### src/rtl/as_serial_pipe.sv
// as_serial_pipe: digit-serial signed add/sub, DIGIT bits per cycle LSB-first, valid/ready on both sides
//   Ports: clk, rst_n (async active-low), in_valid/in_ready, sel (0 add, 1 sub), A, B,
//          out_valid/out_ready, S (result), C (carry out of MSB), O (signed overflow).
//   Optional: define AS_SERIAL_SATURATE_EN to clamp S on overflow (C/O stay raw).
module as_serial_pipe #(
    parameter int WIDTH = 16,
    parameter int DIGIT = 4
) (
    input  logic             clk,
    input  logic             rst_n,
    input  logic             in_valid,
    output logic             in_ready,
    input  logic             sel,
    input  logic [WIDTH-1:0] A,
    input  logic [WIDTH-1:0] B,
    output logic             out_valid,
    input  logic             out_ready,
    output logic [WIDTH-1:0] S,
    output logic             C,
    output logic             O
);
    localparam int NDIG = WIDTH / DIGIT;
    localparam int CW   = NDIG > 1 ? $clog2(NDIG) : 1;
    if (DIGIT < 1 || DIGIT > WIDTH || WIDTH % DIGIT != 0) begin : g_bad_param
        $error("as_serial_pipe: WIDTH must be a positive multiple of DIGIT");
    end
    typedef enum logic [1:0] {IDLE, RUN, DONE} state_t;
    state_t           state;
    logic [WIDTH-1:0] a_sh, b_sh, acc, res, res_out;
    logic             carry, cin_msb, ovf;
    logic [CW-1:0]    cnt;
    logic [DIGIT:0]   dsum;
    assign in_ready = state == IDLE;
    always_comb begin
        dsum    = {1'b0, a_sh[DIGIT-1:0]} + {1'b0, b_sh[DIGIT-1:0]} + {{DIGIT{1'b0}}, carry};
        res     = (acc >> DIGIT) | (WIDTH'(dsum[DIGIT-1:0]) << (WIDTH - DIGIT));
        // carry into the digit's top bit recovered from the sum bit: a ^ b ^ s
        cin_msb = a_sh[DIGIT-1] ^ b_sh[DIGIT-1] ^ dsum[DIGIT-1];
        ovf     = cin_msb ^ dsum[DIGIT];
`ifdef AS_SERIAL_SATURATE_EN
        // on overflow the raw carry out is the sign of the true result
        res_out = ovf ? (dsum[DIGIT] ? {1'b1, {(WIDTH-1){1'b0}}} : {1'b0, {(WIDTH-1){1'b1}}}) : res;
`else
        res_out = res;
`endif
    end
    always_ff @(posedge clk or negedge rst_n) begin
        if (!rst_n) begin
            state     <= IDLE;
            a_sh      <= '0;
            b_sh      <= '0;
            acc       <= '0;
            carry     <= 1'b0;
            cnt       <= '0;
            out_valid <= 1'b0;
            S         <= '0;
            C         <= 1'b0;
            O         <= 1'b0;
        end else if (state == IDLE) begin
            if (in_valid) begin
                a_sh  <= A;
                b_sh  <= sel ? ~B : B;
                carry <= sel;
                cnt   <= '0;
                state <= RUN;
            end
        end else if (state == RUN) begin
            a_sh  <= a_sh >> DIGIT;
            b_sh  <= b_sh >> DIGIT;
            acc   <= res;
            carry <= dsum[DIGIT];
            cnt   <= cnt + 1'b1;
            if (cnt == CW'(NDIG - 1)) begin
                S         <= res_out;
                C         <= dsum[DIGIT];
                O         <= ovf;
                out_valid <= 1'b1;
                state     <= DONE;
            end
        end else if (out_ready) begin
            out_valid <= 1'b0;
            state     <= IDLE;
        end
    end
endmodule

### config.mk
export PLATFORM = sky130hd
export DESIGN_NAME = as_serial_pipe
export DESIGN_NICKNAME = d
export VERILOG_FILES = /design/src/rtl/as_serial_pipe.sv
export SDC_FILE = /design/constraint.sdc
export NUM_CORES = 1
export LEC_CHECK = 0
export CORE_UTILIZATION = 38
export DETAILED_ROUTE_END_ITERATION = 12
export HOLD_SLACK_MARGIN = 0.05
export PLACE_DENSITY = 0.57
export SYNTH_ARGS = -nofsm -noshare
export SYNTH_HDL_FRONTEND = slang
export SYNTH_SLANG_ARGS = --single-unit
### constraint.sdc
create_clock -name clk -period 2.8 [get_ports clk]
set_input_delay 0.56 -clock clk [delete_from_list [all_inputs] [get_ports clk]]
set_output_delay 0.56 -clock clk [all_outputs]
set_load 0.05 [all_outputs]
; ---- Word-level counts from Yosys, hierarchy flattened
; Cells that the tools add are included.
[totals]
register_bits = 72
out_inout_bits = 20
[classes]
addsub = 3
n_eq_ne = 5
n_mux = 21
n_bitwise = 6
reduce_logical = 9
[op_table]
columns = operator, count
row1 = 2-to-1 mux 16 bit, 7
row2 = 2-to-1 mux 2 bit, 8
row3 = inverter 16 bit, 1
row4 = bitwise OR 12 x 16 -> 16 bit, 1
row5 = AND reduction 3 bit, 3
row6 = 2-to-1 mux 1 bit, 6
row7 = adder 4 x 4 -> 5 bit, 1
row8 = adder 5 x 1 -> 5 bit, 1
row9 = AND reduction 2 bit, 2
row10 = nonzero test 2 bit, 2
row11 = inequality test 3 x 2 -> 1 bit (second input constant), 1
row12 = nonzero test 3 bit, 1
row13 = XOR 1 bit, 3
row14 = adder 2 x 1 -> 2 bit (second input constant), 1
row15 = equality test 2 x 1 -> 1 bit (second input constant), 1
row16 = equality test 2 bit (second input constant), 1
row17 = logical NOT 2 bit, 1
row18 = inequality test 2 x 1 -> 1 bit (second input constant), 1
row19 = inequality test 2 bit (second input constant), 1
row20 = inverter 1 bit, 1

; ---- Logic depth before layout (Yosys ltp)
; Gate-level depths: netlist of run 1.
[logic_depth]
word_depth = 4
depth_mapped = 7

; ---- Worst setup path before layout of run 1
; Ideal clock, no wire load.
[synth_timing]
path_type = register to output
start = register state[1]
end = output port in_ready
t_arrival_ns = 1.287
path_slack_ns = 0.953
path_stages_with_launch = 3
path_buffers = 1
path_cell_list = dfrtp_1 buf_2 nor2_1
[synth_via]
elab_chain_len = 1
[synth_rtl]
columns = element, line
row1 = from (decl), 28  ; state_t state;
row2 = from (signal assigned), 49  ; state <= IDLE;
row3 = from (signal assigned), 65  ; state <= RUN;
row4 = from (signal assigned), 78  ; state <= DONE;
row5 = logical NOT 2 bit, 33  ; assign in_ready = state == IDLE;
row6 = to (decl), 12  ; output logic in_ready,
; No other way between the ends.

; ---- Final worst setup path of run 1
[layout_timing]
start = register state[0]
end = output port in_ready
; Same word-level chain as after synthesis.

==> results of run 1 <==
through the flow:
stage | cell area, µm² | cells | power, mW
3_5_place_dp | 3790 | 450 | 4.32
4_1_cts | 4020 | 466 | 5.24
5_1_grt | 4020 | 466 | 5.55
3_3_place_gp | 3790 | 450 | 4.27
2_1_floorplan | 3150 | 305 | 3.57
6_report | 4020 | 466 | 5.16
power groups by stage:
stage / Sequential, mW / Combinational (mW) / Clock [mW]
after floorplan: 2.14 / 1.43 / 0
after global placement: 1.77 / 2.50 / 0
after detailed placement: 1.78 / 2.54 / 0
after CTS: 1.76 / 2.54 / 0.932
after global routing: 1.82 / 2.76 / 0.967
final: 1.75 / 2.51 / 0.898
state kept, by name, indices dropped and copies added (netlist names):
| name | flops |
|---|---|
| S | 16 |
| a_sh | 16 |
| b_sh | 16 |
| acc | 12 |
| cnt | 2 |
| state | 2 |
| C | 1 |
| O | 1 |
| carry | 1 |
| out_valid | 1 |
worst min path at each step:
stage,from,endpoint,slack (ps),cells past startpoint
floorplan,rst_n,C$_DFFE_PN0P_,260,0
global placement,out_valid$_DFFE_PN0P_,out_valid$_DFFE_PN0P_,460,2
detailed placement,acc[4]$_DFFE_PN0P_,acc[4]$_DFFE_PN0P_,460,2
CTS,rst_n,S[4]$_DFFE_PN0P_,230,2
global route,rst_n,S[4]$_DFFE_PN0P_,220,2
finish,rst_n,S[4]$_DFFE_PN0P_,220,2
cell families after synthesis:
group	after synthesis
adders and majority gates	6
xor gates and xnor gates	19
buffers and inverters	27
muxes	13
and+or+nand+nor	81
AOI/OAI and AO/OA	91
DFF	68
per-layer routing:
metal,vias up,part of all wire,global-route usage
met1,1111,0.47,0.223
met5,-,0,0
met3,8,0.050,0.0496
met4,0,0.014,0.0641
li1,1169,-,-
met2,63,0.47,0.270
final cells by class:
cell class	count	area (µm²)	share of cell area
Clock buffer	9	124	0.0309
Clock inverter	7	98.8	0.0246
Inverter	7	26.3	0.00654
Multi-Input combinational cell	210	1320	0.328
Sequential cell	68	1700	0.424
Tap cell	102	128	0.0318
Timing Repair Buffer	63	621	0.155
placed cells by master (no fill, tap or decap), drive strengths merged:
master / synthesis / routed
a22o: 5 / 5
xnor2: 13 / 13
nand2b: 3 / 3
fa: 2 / 2
dfrtp: 68 / 68
a31oi: 1 / 1
xor2: 6 / 6
a32o: 1 / 1
o2bb2ai: 1 / 1
clkdlybuf4s50: 0 / 55
clkinvlp: 0 / 1
clkbuf: 6 / 9
a21o: 2 / 2
nand2: 58 / 58
clkinv: 0 / 3
and2: 1 / 1
a21oi: 24 / 24
o211ai: 1 / 1
buf: 14 / 8
inv: 7 / 8
bufinv: 0 / 2
mux2: 13 / 13
o22a: 1 / 1
nor2b: 6 / 6
o21ai: 27 / 27
o22ai: 26 / 26
a22oi: 2 / 2
ha: 4 / 4
nor2: 13 / 13
worst max-delay path, stage by stage, from the launching register on:
cell	delay (ps)
dfrtp_1	380
nor2_1	110
buf_4	160
clkdlybuf4s50_1	810
==> summary.txt, run 1 <==
drc violations: 0
Max rail drop VDD: 0.000504 V
average cell area after synthesis: 10.3 µm²
Commonest cells post-synth: dfrtp_1 (68), nand2_1 (56), o21ai_0 (26), o22ai_1 (26), a21oi_1 (24)
Clock Latency Late Sink: 350 ps
Worst-Margin Slew: 724 ps
setup violators final: 0
share of cells above drive strength 1: 0.113
Resized cells post-CTS: 0
Switch Pwr: 2.20 mW
Synth Register Bits: 68
skew final: 7.05 ps
XOR/XNOR Fraction of Synth Area: 0.0529
global-route wire length before repair: 11,300 µm
pre-CTS WS: 424 ps
Pleak: 1.78 nW
CTS Root Cell: clkbuf_8
TritonCTS clock tree: done
largest area contributor in the synthesized netlist: dfrtp_1
final worst path period need: 2370 ps
worst setup path startpoint: state[0]$_DFFE_PN0P_
Initial Util: 0.399
Max Fanout on Critical Path: 6
largest net degree at the start of global routing: 69
CORE AREA: 0.00789 mm²
worst r2r dst: O$_DFFE_PN0P_
vias in the first global route: 2,320
Simple-Gate Fraction of Synth Area: 0.110
crit start category: flip-flop
top post-synthesis cells by area: dfrtp_1 (54%), nand2_1 (6.7%), o22ai_1 (5.2%)
RSZ-0062 raised after global routing: no
# diodes: 0
fraction of synthesized area in multiplexers: 0.0561
asr flop ratio synth: 1.00
fin crit share: 0.847
kind of critical path: reg -> out
Filler Cell Count: 749
critical path endpoint category: primary output
synth-to-layout area growth: 27.6%
H-tree depth: 3
post-CTS setup buffer count: 0
Die X-Extent: 93 µm
clock buffer depth: 2
port bufs: 56
Compound-Gate Fraction of Synth Area: 0.171
io pins: 57
Comb pwr share: 0.486
worst relative slew slack: 0.516
Seq pwr share: 0.340
syn_nets: 348
Slew Limit Fails: 0
drt wl/cell: 14.3 µm
Die H: 93 µm
Worst Hold Class: in -> async
Worst-path clk slew: 80 ps
Routed Antenna Nets: 0
Top FF cell, synth: dfrtp_1
Switching Fraction: 0.426
clock share of power: 0.174
total number of vias: 2,351
status: finished, final reports clean
EDFF count, synth: 0
setup slack after layout: 430 ps
antenna violations before repair: 0
gpl congestion: 0.730
post-synthesis adder-cell area fraction: 0.0286
WP data required: 2240 ps
Max Fclk: 422 MHz
count of cell types in the netlist: 32
max cap viols: 0
Clock Sinks: 68
largest family of logic cells by synthesized area: compound AO/OA/AOI/OAI gates
grt ovf: 0
post-synth top area share: 0.541
Setup TNS: 0 ps
Reg2Reg Setup Slack: 1000 ps
YS warnings: 0
Final Util: 0.509
Rows: 32
Syn Inst Count: 305
crit path capture: in_ready
most frequent cell after synthesis: dfrtp_1
CTS Hold Bufs: 0
drt via density: 5.05
Hold Vio Cnt, Final: 0
Layout Nets: 402
Post-DP HPWL: 4450 µm
register area share after synthesis: 0.541
R2R Path Start: a_sh[0]$_DFFE_PN0P_
CTS buffer count: 9
die area: 0.00865 mm²
GRT Total Usage: 0.171
final WL: 6650 µm
Reg2Reg Depth: 7
PD cells: 1280 mW/mm²
Int Pwr: 2.96 mW
initial drt markers: 136
Worst Path Arrival: 1810 ps
drt pass-1 iters: 4
Hold WS: 221 ps
Post-Syn Area: 0.00315 mm²
Power figures use the tool's default switching activity.
==> run 2, diff against run 1 <==
--- a/config.mk
+++ b/config.mk
@@ -8,7 +8,7 @@
 export CORE_UTILIZATION = 38
 export DETAILED_ROUTE_END_ITERATION = 12
 export HOLD_SLACK_MARGIN = 0.05
-export PLACE_DENSITY = 0.57
+export PLACE_DENSITY = 0.59
 export SYNTH_ARGS = -nofsm -noshare
 export SYNTH_HDL_FRONTEND = slang
 export SYNTH_SLANG_ARGS = --single-unit
==> constraint.sdc (replaced) <==
create_clock -name clk -period 1.96 [get_ports clk]
set_input_delay 0.392 -clock clk [delete_from_list [all_inputs] [get_ports clk]]
set_output_delay 0.392 -clock clk [all_outputs]
set_load 0.05 [all_outputs]
==> summary.txt, run 2 (synthesis gave the netlist of run 1 again) <==
status: finished, final reports clean
Die H: 93 µm
antenna violations before repair: 0
RSZ-0062 raised after global routing: no
drt wl/cell: 14.1 µm
commonest non-fill, non-tap cell in the layout: dfrtp_1
GRT Total Usage: 0.174
max incr delay on CP: 800 ps
max cap viols: 0
drt pass-1 iters: 4
# diodes: 0
Clock Latency Late Sink: 340 ps
Worst Hold Class: in -> async
Post-DP HPWL: 4850 µm
busiest grt layer: met2
Pleak: 1.86 nW
Max rail drop VDD: 0.000634 V
Regs by FF count: S (16), a_sh (16), b_sh (16)
area of the multi-input gates: 0.00132 mm²
global-route wire length before repair: 11,500 µm
Routed Antenna Nets: 0
pre-CTS WS: 133 ps
grt ovf: 0
Setup TNS: 0 ps
Hold Vio Cnt, Final: 0
CORE AREA: 0.00789 mm²
gpl congestion: 0.749
total number of vias: 2,367
drt via density: 4.94
Max Fclk: 528 MHz
Bufs and invs on worst path: 1
PD cells: 1820 mW/mm²
vias in the first global route: 2,413
port bufs: 56
Worst Path Arrival: 1500 ps
CP max stage cell: clkdlybuf4s50_1
worst relative slew slack: 0.659
Cell Chain, Critical Path: clkdlybuf4s50_1
TritonCTS clock tree: done
largest net degree at the start of global routing: 69
critical path endpoint category: primary output
CTS buffer count: 9
Clock Sinks: 68
kind of critical path: reg -> out
Rows: 32
setup slack after layout: 64.3 ps
Initial Util: 0.399
fin crit share: 0.967
final worst path period need: 1900 ps
Max Fanout on Critical Path: 2
Worst-Margin Slew: 511 ps
initial drt markers: 57
Power, Total: 7.50 mW
Worst-path clk slew: 70 ps
io pins: 57
Slew Limit Fails: 0
post-CTS setup buffer count: 0
clock buffer depth: 2
Layout Nets: 417
WP data required: 1570 ps
Filler Cell Count: 731
final WL: 6770 µm
sequential cell area: 0.00170 mm²
met3 usage: 0.0374
die area: 0.00865 mm²
share of cells above drive strength 1: 0.149
skew final: 8.10 ps
H-tree depth: 3
met1 Usage GRT: 0.234
grt met2 use: 0.270
crit start category: flip-flop
most frequent cells in the layout: dfrtp_1 (68), nand2_1 (56), clkdlybuf4s50_1 (51)
drc violations: 0
setup violators final: 0
CTS Root Cell: clkbuf_8
synth-to-layout area growth: 30.8%
Die X-Extent: 93 µm
family with the most delay on the worst path: buffers and inverters
run 2: changes by cell type in the layout (fill, tap and decap cells not counted), moves of 2 or more:
cell | previous run | this run
buf_12 | 1 | 3
buf_4 | 6 | 22
clkbuf_8 | 9 | 11
clkdlybuf4s50_1 | 55 | 51
clkinv_4 | 2 | 0
run 2: area by class of cell:
type                            instances  area share
Clock buffer                           12      0.0377
Multi-Input combinational cell        210       0.320
Tap cell                              102      0.0310
Clock inverter                          2     0.00851
Timing Repair Buffer                   78       0.183
Inverter                                7     0.00638
Sequential cell                        68       0.413
run 2: path summary, 6_finish.rpt:
check | from | end | slack, ps | cells past startpoint
worst max-delay path | S[9]$_DFFE_PN0P_ | S[9] | 60 | 1
worst min-delay path | rst_n | S[2]$_DFFE_PN0P_ | 50 | 2
min in group clk | out_valid$_DFFE_PN0P_ | out_valid$_DFFE_PN0P_ | 480 | 2
worst max register to register | a_sh[0]$_DFFE_PN0P_ | O$_DFFE_PN0P_ | 150 | 7
max in group asynchronous | rst_n | b_sh[2]$_DFFE_PN0P_ | 1610 | 2
worst min register to register | out_valid$_DFFE_PN0P_ | out_valid$_DFFE_PN0P_ | 480 | 2
run 2: report_power, final:
| part | leakage (nW) | total, mW | internal [mW] | switching, mW |
|---|---|---|---|---|
| sequential | 0.837 | 2.56 | 2.09 | 0.471 |
| combinational | 0.930 | 3.79 | 1.63 | 2.16 |
| clock | 0.0983 | 1.14 | 0.642 | 0.502 |
run 2: metal layers:
layer | part of all wire | up-vias
met1 | 0.48 | 1116
met2 | 0.47 | 53
met5 | 0 | -
met4 | 0.015 | 0
li1 | - | 1192
met3 | 0.038 | 6
run 2: stage by stage:
stage / utilization / hold WS (ps) / instance area, µm² / std cells
floorplan: - / 96.4 / 3150 / 305
global placement: 0.497 / 448 / 3920 / 465
detailed placement: 0.497 / 441 / 3920 / 465
CTS: 0.521 / 75.1 / 4110 / 479
global route: 0.522 / 68.9 / 4120 / 479
finish: 0.522 / 54.6 / 4120 / 479
run 2: repair_timing:
item / in CTS / in global routing
hold buffers: 0 / 0
setup endpoints to repair: 0 / 1
resized for setup: 0 / 1
==> run 3, diff against run 2 <==
--- a/config.mk
+++ b/config.mk
@@ -8,6 +8,7 @@
 export CORE_UTILIZATION = 38
 export DETAILED_ROUTE_END_ITERATION = 12
 export HOLD_SLACK_MARGIN = 0.05
+export MAX_ROUTING_LAYER = met4
 export PLACE_DENSITY = 0.59
 export SYNTH_ARGS = -nofsm -noshare
 export SYNTH_HDL_FRONTEND = slang
==> summary.txt, run 3 (synthesis gave the netlist of run 1 again) <==
Reg2Reg Depth: 7
io pins: 57
synth-to-layout area growth: 30.8%
busiest grt layer: met2
port bufs: 56
Resized cells post-CTS: 0
setup slack after layout: 63.9 ps
Bufs and invs on worst path: 1
Max rail drop VDD: 0.000634 V
drt pass-1 iters: 4
Routed Antenna Nets: 0
Int Pwr: 4.36 mW
family with the most delay on the worst path: buffers and inverters
skew final: 8.73 ps
Filler Cell Count: 731
Clock Latency Late Sink: 340 ps
Regs by FF count: S (16), a_sh (16), b_sh (16)
CTS Hold Bufs: 0
Die H: 93 µm
total number of vias: 2,401
Comb pwr share: 0.506
Worst-path clk slew: 70 ps
met3 usage: 0.0390
RSZ-0062 raised after global routing: no
sequential cell area: 0.00170 mm²
pre-CTS WS: 133 ps
die area: 0.00865 mm²
max incr delay on CP: 800 ps
Hold Vio Cnt, Final: 0
Switch Pwr: 3.14 mW
post-CTS setup buffer count: 0
Seq pwr share: 0.342
CP max stage cell: clkdlybuf4s50_1
Worst-Margin Slew: 511 ps
CORE AREA: 0.00789 mm²
vias in the first global route: 2,416
clock share of power: 0.152
gpl congestion: 0.758
Final Util: 0.522
CTS Root Cell: clkbuf_8
final worst path period need: 1900 ps
drt wl/cell: 14.2 µm
met1 Usage GRT: 0.233
Initial Util: 0.399
clock buffer depth: 2
crit start category: flip-flop
drt via density: 5.01
# diodes: 0
Pleak: 1.86 nW
worst relative slew slack: 0.659
Clock Sinks: 68
commonest non-fill, non-tap cell in the layout: dfrtp_1
initial drt markers: 51
H-tree depth: 3
setup violators final: 0
Slew Limit Fails: 0
GRT Total Usage: 0.179
Setup TNS: 0 ps
worst r2r dst: O$_DFFE_PN0P_
drc violations: 0
final WL: 6780 µm
max cap viols: 0
global-route wire length before repair: 11,500 µm
area of the multi-input gates: 0.00132 mm²
most frequent cells in the layout: dfrtp_1 (68), nand2_1 (56), clkdlybuf4s50_1 (51)
Switching Fraction: 0.419
kind of critical path: reg -> out
largest net degree at the start of global routing: 69
share of cells above drive strength 1: 0.149
Rows: 32
Reg2Reg Setup Slack: 140 ps
CTS buffer count: 9
WP data required: 1570 ps
Cell Chain, Critical Path: clkdlybuf4s50_1
critical path endpoint category: primary output
post-route cell area: 0.00412 mm²
TritonCTS clock tree: done
PD cells: 1820 mW/mm²
grt met2 use: 0.271
status: finished, final reports clean
antenna violations before repair: 0
Die X-Extent: 93 µm
Worst Path Arrival: 1500 ps
Max Fclk: 527 MHz
Worst Hold Class: in -> async
fin crit share: 0.967
Post-DP HPWL: 4850 µm
Max Fanout on Critical Path: 2
Post-DP Area: 0.00392 mm²
R2R Path Start: a_sh[0]$_DFFE_PN0P_
grt ovf: 0
Layout Nets: 417
-- run 3: cell counts in the layout (fill, tap and decap cells not counted) --
Identical to the previous run, type by type.
-- run 3: how the worst max path moves through the flow --
stage / slack [ps] / endpoint / depth (start not counted) / startpoint
4_1_cts: 30 / S[1] / 1 / S[1]$_DFFE_PN0P_
6_report: 60 / S[9] / 1 / S[9]$_DFFE_PN0P_
2_1_floorplan: 240 / b_sh[1]$_DFFE_PN0P_ / 5 / state[1]$_DFFE_PN0P_
3_3_place_gp: 170 / O$_DFFE_PN0P_ / 7 / a_sh[0]$_DFFE_PN0P_
3_5_place_dp: 130 / O$_DFFE_PN0P_ / 7 / a_sh[0]$_DFFE_PN0P_
5_1_grt: 8 / S[9] / 1 / S[9]$_DFFE_PN0P_
-- run 3: stage by stage --
stage / std cells / total power [mW] / hold slack [ps]
detailed placement: 465 / 6.41 / 441
CTS: 479 / 7.57 / 75.1
floorplan: 305 / 5.11 / 96.4
global route: 479 / 8.06 / 70.3
global placement: 465 / 6.32 / 448
finish: 479 / 7.50 / 59.2
-- run 3: power by group through the flow --
stage	combinational, mW	clock, mW	sequential [mW]
2_1_floorplan	2.04	0	3.06
3_3_place_gp	3.74	0	2.58
3_5_place_dp	3.82	0	2.60
4_1_cts	3.83	1.16	2.57
5_1_grt	4.16	1.23	2.67
6_report	3.79	1.14	2.56
-- run 3: layer usage --
metal / part of all wire / vias to the layer above
met5: 0 / -
met4: 0.018 / 0
met3: 0.037 / 10
met2: 0.47 / 58
met1: 0.48 / 1138
li1: - / 1195
-- run 3: final cells by class --
class                      instances  area share
clock buffer                      12      0.0377
inverter                           7     0.00638
sequential                        68       0.413
clock inverter                     2     0.00851
multi-input combinational        210       0.320
timing repair buffer              78       0.183
tap                              102      0.0310
==> patch: new RTL, settings of run 3 <==
Add a define of `AS_SERIAL_SATURATE_EN`.
--- a/src/rtl/as_serial_pipe.sv
+++ b/src/rtl/as_serial_pipe.sv
@@ -4,2 +4,4 @@
 //   Optional: define AS_SERIAL_SATURATE_EN to clamp S on overflow (C/O stay raw).
+`define AS_SERIAL_SATURATE_EN
+
 module as_serial_pipe #(
Formal check against the unedited RTL: not equivalent (Yosys sat finds a counterexample within 10 cycles, from zero or initial values and one cycle with rst_n low).
==> patch against run 3 <==
Non-clock buffer count grew 3; sequential cell count stayed put; combinational power increased by 21%; the flow now finishes with violations (setup timing); clock power grew 5%; total power rose by 11%; routed wire length up 13%; area after synthesis is 6.0% higher; final cell count up 4.6%; sequential power down 3%; worst setup slack worse by 0.17 ns; first-iteration DRC count up 98%; final area rose by 6.6%.
==> patch: results (changes against run 3) <==
| Metric | Value |
|---|---|
| Arrival @ worst endpoint | `2.30 ns (+0.80 ns)` |
| Post-Place Setup Slack | `-0.161 ns (-0.294 ns)` |
| Most area-consuming cells after synthesis | `sky130_fd_sc_hd__dfrtp_1 (51%), sky130_fd_sc_hd__a21oi_1 (6.8%), sky130_fd_sc_hd__nor2b_1 (5.6%), sky130_fd_sc_hd__o21ai_0 (4.7%), sky130_fd_sc_hd__mux2_2 (3.7%)` |
| Critical Path Fanout Max | `7 (+5)` |
| Complex-gate fraction of the synthesized area | `23.2% (+6.1 points)` |
| Clock Skew | `0.0130 ns (+0.00427 ns)` |
| Worst-skew pair later-pin latency | `0.36 ns (+0.02 ns)` |
| Violated checks | `setup timing` |
| Total cell area at the placement stage | `4100 um2 (+4.6%)` |
| Mean routed wirelength per cell | `15.4 um (+8.5%)` |
| Area share of fa/ha/maj cells after synthesis | `2.70% (-0.16 points)` |
| Switching share of power | `43.4% (+1.5 points)` |
| Slew Limit Headroom | `66.5% (+0.62 points)` |
| Final critical-path setup slack | `-0.105 ns (-0.169 ns)` |
| Starting DRT DRC Count | `101 (+98%)` |
| Delay of the slowest cell on the worst path | `0.41 ns (-0.39 ns)` |
| Number of instances in the placed design | `481 (+3.4%)` |
| Area share of xor/xnor cells in the synthesized design | `4.99% (-0.30 points)` |
| Most common library cells after synthesis | `sky130_fd_sc_hd__dfrtp_1 (68), sky130_fd_sc_hd__a21oi_1 (45), sky130_fd_sc_hd__o21ai_0 (31), sky130_fd_sc_hd__nand2_1 (30), sky130_fd_sc_hd__nor2b_1 (30)` |
| Via count of the first global-routing pass | `2,561 (+6.0%)` |
| NumNets Final | `434 (+4.1%)` |
| Setup violation total in the final timing report | `17 (+17)` |
| Sequential element share of the synthesized area | `51.0% (-3.0 points)` |
| Wire length of the first global-routing pass | `13,000 um (+13%)` |
| Outcome | `finished, violations left` |
==> patch: changes by cell type after synthesis, sizes merged, moves of 6 or more <==
cell	run 3	this run
nand2	58	31
o22ai	26	1
nor2b	6	30
a21oi	24	46
a22oi	2	16
o21ai	27	41
o22a	1	9
nor2	13	6
inv	7	1
==> patch: timing repair <==
| action | 4_1_cts | 5_1_grt |
|---|---|---|
| endpoints found under the setup margin | 17 | 23 |
| endpoints found under the hold margin | 0 | 0 |
| setup buffers | 1 | 1 |
| pin swaps | 2 | 3 |
| gates resized for setup | 11 | 7 |
| gates cloned | 2 | 0 |
| hold buffers | 0 | 0 |
==> patch: power groups by stage <==
stage | combinational (mW) | clock (mW) | sequential, mW
after global placement | 4.29 | 0 | 2.51
after global routing | 5.03 | 1.30 | 2.58
final | 4.60 | 1.20 | 2.49
after floorplan | 2.52 | 0 | 3.02
after detailed placement | 4.37 | 0 | 2.53
after CTS | 4.60 | 1.23 | 2.50
==> patch: routing by layer <==
metal / vias to the layer above / share of wire (%) / routed length (um) / track usage [%]
li1: 1268 / - / - / -
met1: 1237 / 49 / 3750 / 26.7
met2: 71 / 46 / 3510 / 28.8
met3: 12 / 4.1 / 312 / 4.31
met4: 0 / 1.6 / 123 / 6.72
met5: - / 0 / 0 / -
==> patch: worst max-delay path by stage <==
| stage | from | end | slack [ns] | depth (start not counted) |
|---|---|---|---|---|
| 2_1_floorplan | a_sh[0]$_DFFE_PN0P_ | S[14]$_DFFE_PN0P_ | -0.07 | 7 |
| 3_3_place_gp | a_sh[0]$_DFFE_PN0P_ | S[9]$_DFFE_PN0P_ | -0.07 | 7 |
| 3_5_place_dp | a_sh[0]$_DFFE_PN0P_ | S[9]$_DFFE_PN0P_ | -0.16 | 7 |
| 4_1_cts | a_sh[0]$_DFFE_PN0P_ | O$_DFFE_PN0P_ | -0.12 | 8 |
| 5_1_grt | a_sh[0]$_DFFE_PN0P_ | O$_DFFE_PN0P_ | -0.19 | 8 |
| 6_report | a_sh[0]$_DFFE_PN0P_ | O$_DFFE_PN0P_ | -0.11 | 8 |
==> patch: final cells by class <==
type	instances	area [um2]
multi-input cells	230	1540
well taps	105	131
flip-flops and latches	68	1700
inverters	1	3.75
clock inverters	7	82.6
clock buffers	9	124
repair buffers	81	808
fillers	759	3950
==> patch: kinds of logic (layout without fill, tap and decap cells) <==
logic type / after synthesis / count (layout)
buffers and inverters: 24 / 98
adder cells (fa/ha/maj): 6 / 6
AND/OR/NAND/NOR: 71 / 71
XOR/XNOR: 19 / 19
multiplexers: 11 / 11
flip-flops: 68 / 68
AO/OA/AOI/OAI: 122 / 123
